--- src/rtl/multi_cycle_adder.sv ---
// ---------------------------------------------------------------------------
// multi_cycle_adder
//
// Purpose:
//   Ripple adder that processes CHUNK bits per clock.
//   A full WIDTH-bit operation takes N = WIDTH/CHUNK RUN cycles.
//   The operands are captured when the operation starts, so later changes on
//   A, B, Cin (or sub) have no effect on an operation that is running.
//   S, Cout and V change only when an operation completes, so they never
//   show a partial result.
//
// Optional feature (compile-time macro SUBTRACT_EN):
//   Adds a 'sub' input.
//   With sub=1 the result is A + ~B + ~Cin, which equals A - B - Cin.
//   In that mode Cout=1 means no borrow occurred.
//
// Parameters:
//   WIDTH  operand and sum width in bits. It must be a multiple of CHUNK.
//   CHUNK  number of bits added per clock.
//
// Ports:
//   clk    rising-edge clock
//   rst    asynchronous, active-high reset
//   start  requests a new operation. Accepted in IDLE or DONE, ignored in RUN.
//   A, B   operands (WIDTH bits each)
//   Cin    carry-in. It acts as borrow-in when subtracting.
//   sub    subtract select. Present only when SUBTRACT_EN is defined.
//   busy   high while an operation is in progress
//   done   one-cycle completion pulse
//   S      registered sum
//   Cout   registered carry-out
//   V      registered two's-complement overflow flag
// ---------------------------------------------------------------------------

// CHUNK-bit adder slice. The FSM reuses it once per RUN cycle.
module mca_chunk_add #(
    parameter int CHUNK = 4
) (
    input  logic [CHUNK-1:0] a,
    input  logic [CHUNK-1:0] b,
    input  logic             cin,
    output logic [CHUNK-1:0] sum,
    output logic             cout
);
    logic [CHUNK:0] full;

    assign full = {1'b0, a} + {1'b0, b} + {{CHUNK{1'b0}}, cin};
    assign sum  = full[CHUNK-1:0];
    assign cout = full[CHUNK];
endmodule

module multi_cycle_adder #(
    parameter int WIDTH = 16,
    parameter int CHUNK = 4
) (
    input  logic             clk,
    input  logic             rst,
    input  logic             start,
    input  logic [WIDTH-1:0] A,
    input  logic [WIDTH-1:0] B,
    input  logic             Cin,
`ifdef SUBTRACT_EN
    input  logic             sub,
`endif
    output logic             busy,
    output logic             done,
    output logic [WIDTH-1:0] S,
    output logic             Cout,
    output logic             V
);
    localparam int N  = WIDTH / CHUNK;
    localparam int CW = (N > 1) ? $clog2(N) : 1;
    localparam logic [CW-1:0] K_LAST = CW'(N - 1);

    typedef enum logic [1:0] {IDLE, RUN, DONE} state_t;

    state_t           state;
    logic [WIDTH-1:0] a_q;
    logic [WIDTH-1:0] b_q;      // B after optional inversion
    logic [WIDTH-1:0] work_q;   // chunks finished so far
    logic             carry_q;  // carry between chunks
    logic [CW-1:0]    k_q;      // index of the chunk being added

    // Subtraction is folded into the operands at capture time.
    // After that, the datapath is a plain adder.
    logic [WIDTH-1:0] b_eff;
    logic             cin_eff;
`ifdef SUBTRACT_EN
    assign b_eff   = sub ? ~B   : B;
    assign cin_eff = sub ? ~Cin : Cin;
`else
    assign b_eff   = B;
    assign cin_eff = Cin;
`endif

    logic [CHUNK-1:0] a_chunk;
    logic [CHUNK-1:0] b_chunk;
    logic [CHUNK-1:0] sum_chunk;
    logic             cout_chunk;

    assign a_chunk = a_q[int'(k_q)*CHUNK +: CHUNK];
    assign b_chunk = b_q[int'(k_q)*CHUNK +: CHUNK];

    mca_chunk_add #(.CHUNK(CHUNK)) u_chunk_add (
        .a    (a_chunk),
        .b    (b_chunk),
        .cin  (carry_q),
        .sum  (sum_chunk),
        .cout (cout_chunk)
    );

    // Working result including the chunk being produced this cycle.
    // On the last chunk this is the full sum and is loaded straight into S.
    logic [WIDTH-1:0] work_nxt;
    always_comb begin
        work_nxt = work_q;
        work_nxt[int'(k_q)*CHUNK +: CHUNK] = sum_chunk;
    end

    // Carry into the MSB is recovered as s_msb ^ a_msb ^ b_msb.
    // XOR-ing it with the carry out of the MSB gives the overflow flag.
    // This also works when CHUNK == 1.
    logic v_nxt;
    assign v_nxt = sum_chunk[CHUNK-1] ^ a_chunk[CHUNK-1] ^ b_chunk[CHUNK-1] ^ cout_chunk;

    logic last_chunk;
    assign last_chunk = (k_q == K_LAST);

    always_ff @(posedge clk or posedge rst) begin
        if (rst) begin
            state   <= IDLE;
            busy    <= 1'b0;
            done    <= 1'b0;
            S       <= '0;
            Cout    <= 1'b0;
            V       <= 1'b0;
            a_q     <= '0;
            b_q     <= '0;
            work_q  <= '0;
            carry_q <= 1'b0;
            k_q     <= '0;
        end else begin
            case (state)
                // DONE accepts start exactly like IDLE.
                // This allows back-to-back operations.
                IDLE, DONE: begin
                    done <= 1'b0;
                    if (start) begin
                        a_q     <= A;
                        b_q     <= b_eff;
                        carry_q <= cin_eff;
                        work_q  <= '0;
                        k_q     <= '0;
                        busy    <= 1'b1;
                        state   <= RUN;
                    end else begin
                        state   <= IDLE;
                    end
                end
                RUN: begin
                    work_q  <= work_nxt;
                    carry_q <= cout_chunk;
                    if (last_chunk) begin
                        S     <= work_nxt;
                        Cout  <= cout_chunk;
                        V     <= v_nxt;
                        done  <= 1'b1;
                        busy  <= 1'b0;
                        k_q   <= '0;
                        state <= DONE;
                    end else begin
                        k_q   <= k_q + 1'b1;
                    end
                end
                default: begin
                    state <= IDLE;
                    busy  <= 1'b0;
                    done  <= 1'b0;
                end
            endcase
        end
    end
endmodule

--- config.mk ---
export PLATFORM = sky130hd
export DESIGN_NAME = multi_cycle_adder
export DESIGN_NICKNAME = d
export VERILOG_FILES = /design/src/rtl/multi_cycle_adder.sv
export SDC_FILE = /design/constraint.sdc
export NUM_CORES = 1
export LEC_CHECK = 0
export ABC_AREA = 1
export CAP_MARGIN = 20
export CORE_ASPECT_RATIO = 1.4
export CORE_UTILIZATION = 45
export DETAILED_ROUTE_END_ITERATION = 8
export HOLD_SLACK_MARGIN = 0.02
export MAX_ROUTING_LAYER = met4
export PLACE_DENSITY = 0.67
export SYNTH_ARGS = -nofsm -noshare
export SYNTH_HDL_FRONTEND = slang
export SYNTH_SLANG_ARGS = --single-unit
--- constraint.sdc ---
create_clock -name clk -period 4.3 [get_ports clk]
set_clock_uncertainty 0.15 [all_clocks]
set_input_delay 0.43 -clock clk [delete_from_list [all_inputs] [get_ports clk]]
set_output_delay 0.43 -clock clk [all_outputs]
set_load 0.1 [all_outputs]
Word-level counts from Yosys, hierarchy flattened
Cells that the tools add are included.

word-level totals
  output and inout port bits = 20
  bits in registers = 73
  input port bits = 36
  word-level logic and storage cells = 50

operators by class
  add/sub/neg operators = 4
  reductions and logical operators = 7
  shift operators = 4
  bitwise logic cells = 3
  equality and inequality tests = 5
  mux-type cells = 16

operator list
  kind                       number
  $neg A4 Y33                1
  $shift A4 B33 Y16 const A  1
  $shiftx A4 B33 Y16         1
  $pmux W16 S2               1
  $shiftx A16 B5 Y4          2
  $bwmux W16                 1
  $mux W16                   1
  $pmux W2 S2                2
  $reduce_and A2 Y1          4
  $mux W1                    6
  $mux W2                    3
  $add A4 B4 Y5              1
  $add A5 B1 Y5              1
  $eq A2 B2 Y1 const B       2
  $ne A2 B2 Y1 const B       2
  $pmux W1 S2                2
  $xor A1 B1 Y1              3
  $add A2 B1 Y2 const B      1
  $eq A2 B1 Y1 const B       1
  $logic_not A2 Y1           1
  $reduce_bool A2 Y1         1
  $reduce_or A2 Y1           1

Depth between registers and ports, before layout
  depth after elaboration = 6
  gate-level depth with buffers = 15
  gate-level depth less buffers = 15

Cells and area by module
Synthesis repeated with hierarchy kept, for this count alone.

unflattened totals
  cells, all modules = 426
  area, all modules = 3560.9 µm²

modules (own cells, without submodules)
  module             seq. area each (µm²)  area an instance (µm²)  cells an instance  times used
  multi_cycle_adder  1826.8                3395.8                  401                1
  mca_chunk_add      0.0                   165.2                   25                 1

Worst setup path after synthesis
No wires, ideal clock.

  path type = register to register
  start point = register k_q[0]
  end point = register work_q[14]
  cell stages (with the launch flop) = 14
  required time = 4.067 ns
  clock period less this slack = 2.677 ns
  arrival = 2.444 ns
  setup time = 0.083 ns
  slack = 1.623 ns
  path buffers = 2
  cell sequence = dfrtp_1 > inv_2 > buf_6 > buf_2 > nor2_1 > o22ai_1 > fa_1 > fa_1 > xnor2_1 > nor2_1 > nand3_1 > o21ai_0 > nand2_1 > o21ai_0

on the way
  longest elaborated chain between the ends = 6
  elaborated cells on any way between the ends = 9
  classes of those cells = add/sub: 3; shift: 4; mux: 2

RTL lines
  what                                         line      source
  start: declaration                           82        logic [CW-1:0] k_q;
  start signal: assignment                     172       k_q <= k_q + 1'b1;
  $shiftx A16 B5 Y4, on equally long branches  101, 102
  $add A4 B4 Y5                                47        assign full = {1'b0, a} + {1'b0, b} + {{CHUNK{1'b0}}, cin};
  $add A5 B1 Y5                                47
  $shiftx A4 B33 Y16                           117       work_nxt[int'(k_q)*CHUNK +: CHUNK] = sum_chunk;
  $bwmux W16 (*)                               117
  $pmux W16 S2 (*)                             143       case (state)
  end signal: assignment                       161       work_q <= work_nxt;
  end: declaration                             80        logic [WIDTH-1:0] work_q;

Mark *: on every way between the ends. The rest lies on a longest branch, timed or not.
A chain may end at the register's enable or synchronous reset.

Worst setup path in the final report
  start point = register k_q[1]
  end point = register work_q[6]

Same word-level chain as after synthesis.

==> flow_summary.yaml <==
clocking:
  cts-root-buf: "clkbuf_8"
  post_cts_resized: 0
  hold_buffers: 0
  cts_setup_buffers: 0
  h-tree-depth: 3
  cts_made_buffers: 9
  clockBufferDepth: 2
  clock_sinks: 72
  insertion_delay_ns: 0.36
  cts_tree: "done"
  clk_pin_slew_worst_paths_ns: 0.08
worst_setup_path:
  arrival_ns: 3.25
  cp_max_fo: 14
  critPathKind: "reg2reg"
  end_kind: "flip-flop"
  crit_path_start_kind: "flip-flop"
  worstPathRequired_ns: 4.43
global_routing:
  grt_first_pass_wirelength_um: 12900
  grt_util_all_layers_pct: 21.7
  globalRoute.totalOverflow: 0
  grt_pass1_vias: 2792
  grt_max_degree: 54
  grt_antenna_before_repair: 0
sta:
  grt_setup_unrepaired: "no"
  relSlewSlack_pct: 35.2
  min_period_over_period_pct: 72.6
  fin_setup_tns_ns: 0
  worst_pin_slew_ns: 0.969
  setup_viol: 0
  final.min_clock_period_ns: 3.12
  drv_slew: 0
  max_freq_mhz: 320
  hold_viol_final: 0
drt:
  post_drt_wl_per_cell_um: 14.4
  avgViaCountPerCell: 5.06
  dr_total_vias: 2668
  firstDrtPassIters: 4
  wl_um: 7610
  post-route-drc-count: 0
  dr.first_iter.drc_count: 168
  drtAntennaViolNets: 0
place:
  gp_congestion: 0.878
  port_buffers: 55
  dpl.hpwl_um: 5490
status:
  status: "completed"
synth:
  synth-seq-area-share_pct: 52.3
  ys_seq_elements: 72
  netlist_area_um2: 3450
  ys_types: 23
  yosysWarnings: 0
  post_synth.cell_area_avg_um2: 9.31
  syn_inst: 370
  synth_nets: 417
die:
  die_w_um: 76.0
  die_h_um: 106
  pin_count: 56
  start_util_pct: 46.8
  dieArea_um2: 8020
  num_rows: 37
  core_um2: 7360
cells_and_area:
  area_delta_synth_final_pct: 23.5
  area.sequential_um2: 1800
  drive_above_1_share_pct: 14.0
  antenna_cells: 0
  multi_input_area_um2: 1440
  fillerInstances: 671
  final_nets: 475
run:
  drv_cap: 0
worst_hold_path:
  hold_path_class: "in2async"
## stage by stage
step           setup WS (ns)  utilization, %  instances  hold WS [ns]  cell area, um2
5_1_grt                0.827            57.8        527         0.323            4260
3_3_place_gp            1.38            55.4        513         0.308            4080
6_report                1.18            57.8        527         0.281            4260
4_1_cts                 1.15            57.6        526         0.334            4240
2_1_floorplan           1.62               -        370         0.299            3450
3_5_place_dp            1.17            55.4        513         0.315            4080
## logic make-up after synthesis
family          Yosys count  share of synthesized area (%)
simple gates            150                           17.8
flops                    72                           52.3
compound gates           59                           9.55
buf+inv                  47                           5.88
mux                      30                           9.80
fa+ha+maj                11                           4.43
xor+xnor                  1                          0.254
## worst paths after layout
| path | start | end | slack (ns) | cells past startpoint |
|---|---|---|---|---|
| max | k_q[1]$_DFFE_PP0P_ | work_q[6]$_DFFE_PP0P_ | 1.18 | 11 |
| min | rst | S[1]$_DFFE_PP0P_ | 0.28 | 2 |
| max reg2reg | k_q[1]$_DFFE_PP0P_ | work_q[6]$_DFFE_PP0P_ | 1.18 | 11 |
| min reg2reg | S[11]$_DFFE_PP0P_ | S[11]$_DFFE_PP0P_ | 0.33 | 2 |
| max in group asynchronous | rst | k_q[1]$_DFFE_PP0P_ | 3.03 | 3 |
| min in group clk | S[11]$_DFFE_PP0P_ | S[11]$_DFFE_PP0P_ | 0.33 | 2 |
## sequential cells by signal, indices dropped and copies added, names as in the netlist
name,count
state,1
k_q,2
S,16
done,1
busy,1
a_q,16
Cout,1
b_q,16
V,1
work_q,16
carry_q,1
## cell usage in the layout, fill, tap and decap left out, drive strengths merged, types with 2 or more instances in the layout
| cell | instances |
|---|---|
| a21oi | 4 |
| a22oi | 5 |
| buf | 6 |
| clkbuf | 12 |
| clkdlybuf4s50 | 55 |
| dfrtp | 72 |
| fa | 2 |
| ha | 9 |
| inv | 33 |
| mux2 | 30 |
| nand2 | 109 |
| nand3 | 18 |
| nand4 | 3 |
| nor2 | 20 |
| o21ai | 34 |
| o22ai | 15 |
## final cells by class
| class | count | area share [%] |
|---|---|---|
| timing repair buffer | 61 | 14.3 |
| clock buffer | 12 | 3.64 |
| multi-input combinational | 251 | 33.9 |
| inverter | 33 | 2.91 |
| sequential | 72 | 42.3 |
| clock inverter | 1 | 0.118 |
| tap | 97 | 2.85 |
## worst max-delay path, stage by stage (launching register included)
cell and delay [ns]:
dfrtp_1 0.64, inv_1 0.34, o21ai_0 0.17, o22ai_1 0.12
fa_1 0.44, fa_1 0.44, xnor2_1 0.16, nor2_1 0.22
nand3_1 0.10, o21ai_0 0.12, nand2_1 0.07, o21ai_0 0.08
## synthesized netlist by cell type
cell,count,share of area (%)
a21oi_1,4,0.58
a22oi_1,5,1.1
buf_2,12,1.7
buf_4,1,0.22
buf_6,1,0.33
dfrtp_1,72,52
fa_1,2,1.2
ha_1,9,3.3
inv_1,29,3.2
inv_2,4,0.44
mux2_2,30,9.8
nand2_1,104,11
nand2_2,5,0.91
nand3_1,17,2.5
nand3_2,1,0.29
nand4_1,3,0.54
nor2_1,19,2.1
nor2_2,1,0.18
o211ai_1,1,0.22
o21ai_0,32,4.6
o21ai_1,2,0.29
o22ai_1,15,2.7
xnor2_1,1,0.25
## metal layers
layer / GRT usage [%] / vias up / wire length, um
met1: 23.2 / 1282 / 3110
met2: 38.1 / 45 / 4160
met4: 11.0 / 0 / 167
met5: - / - / 0
li1: - / 1327 / -
met3: 4.07 / 14 / 173
Power is left out: the tool's default activity adds up to more than one toggle a clock period on the data nets, which glitch-free logic cannot reach.
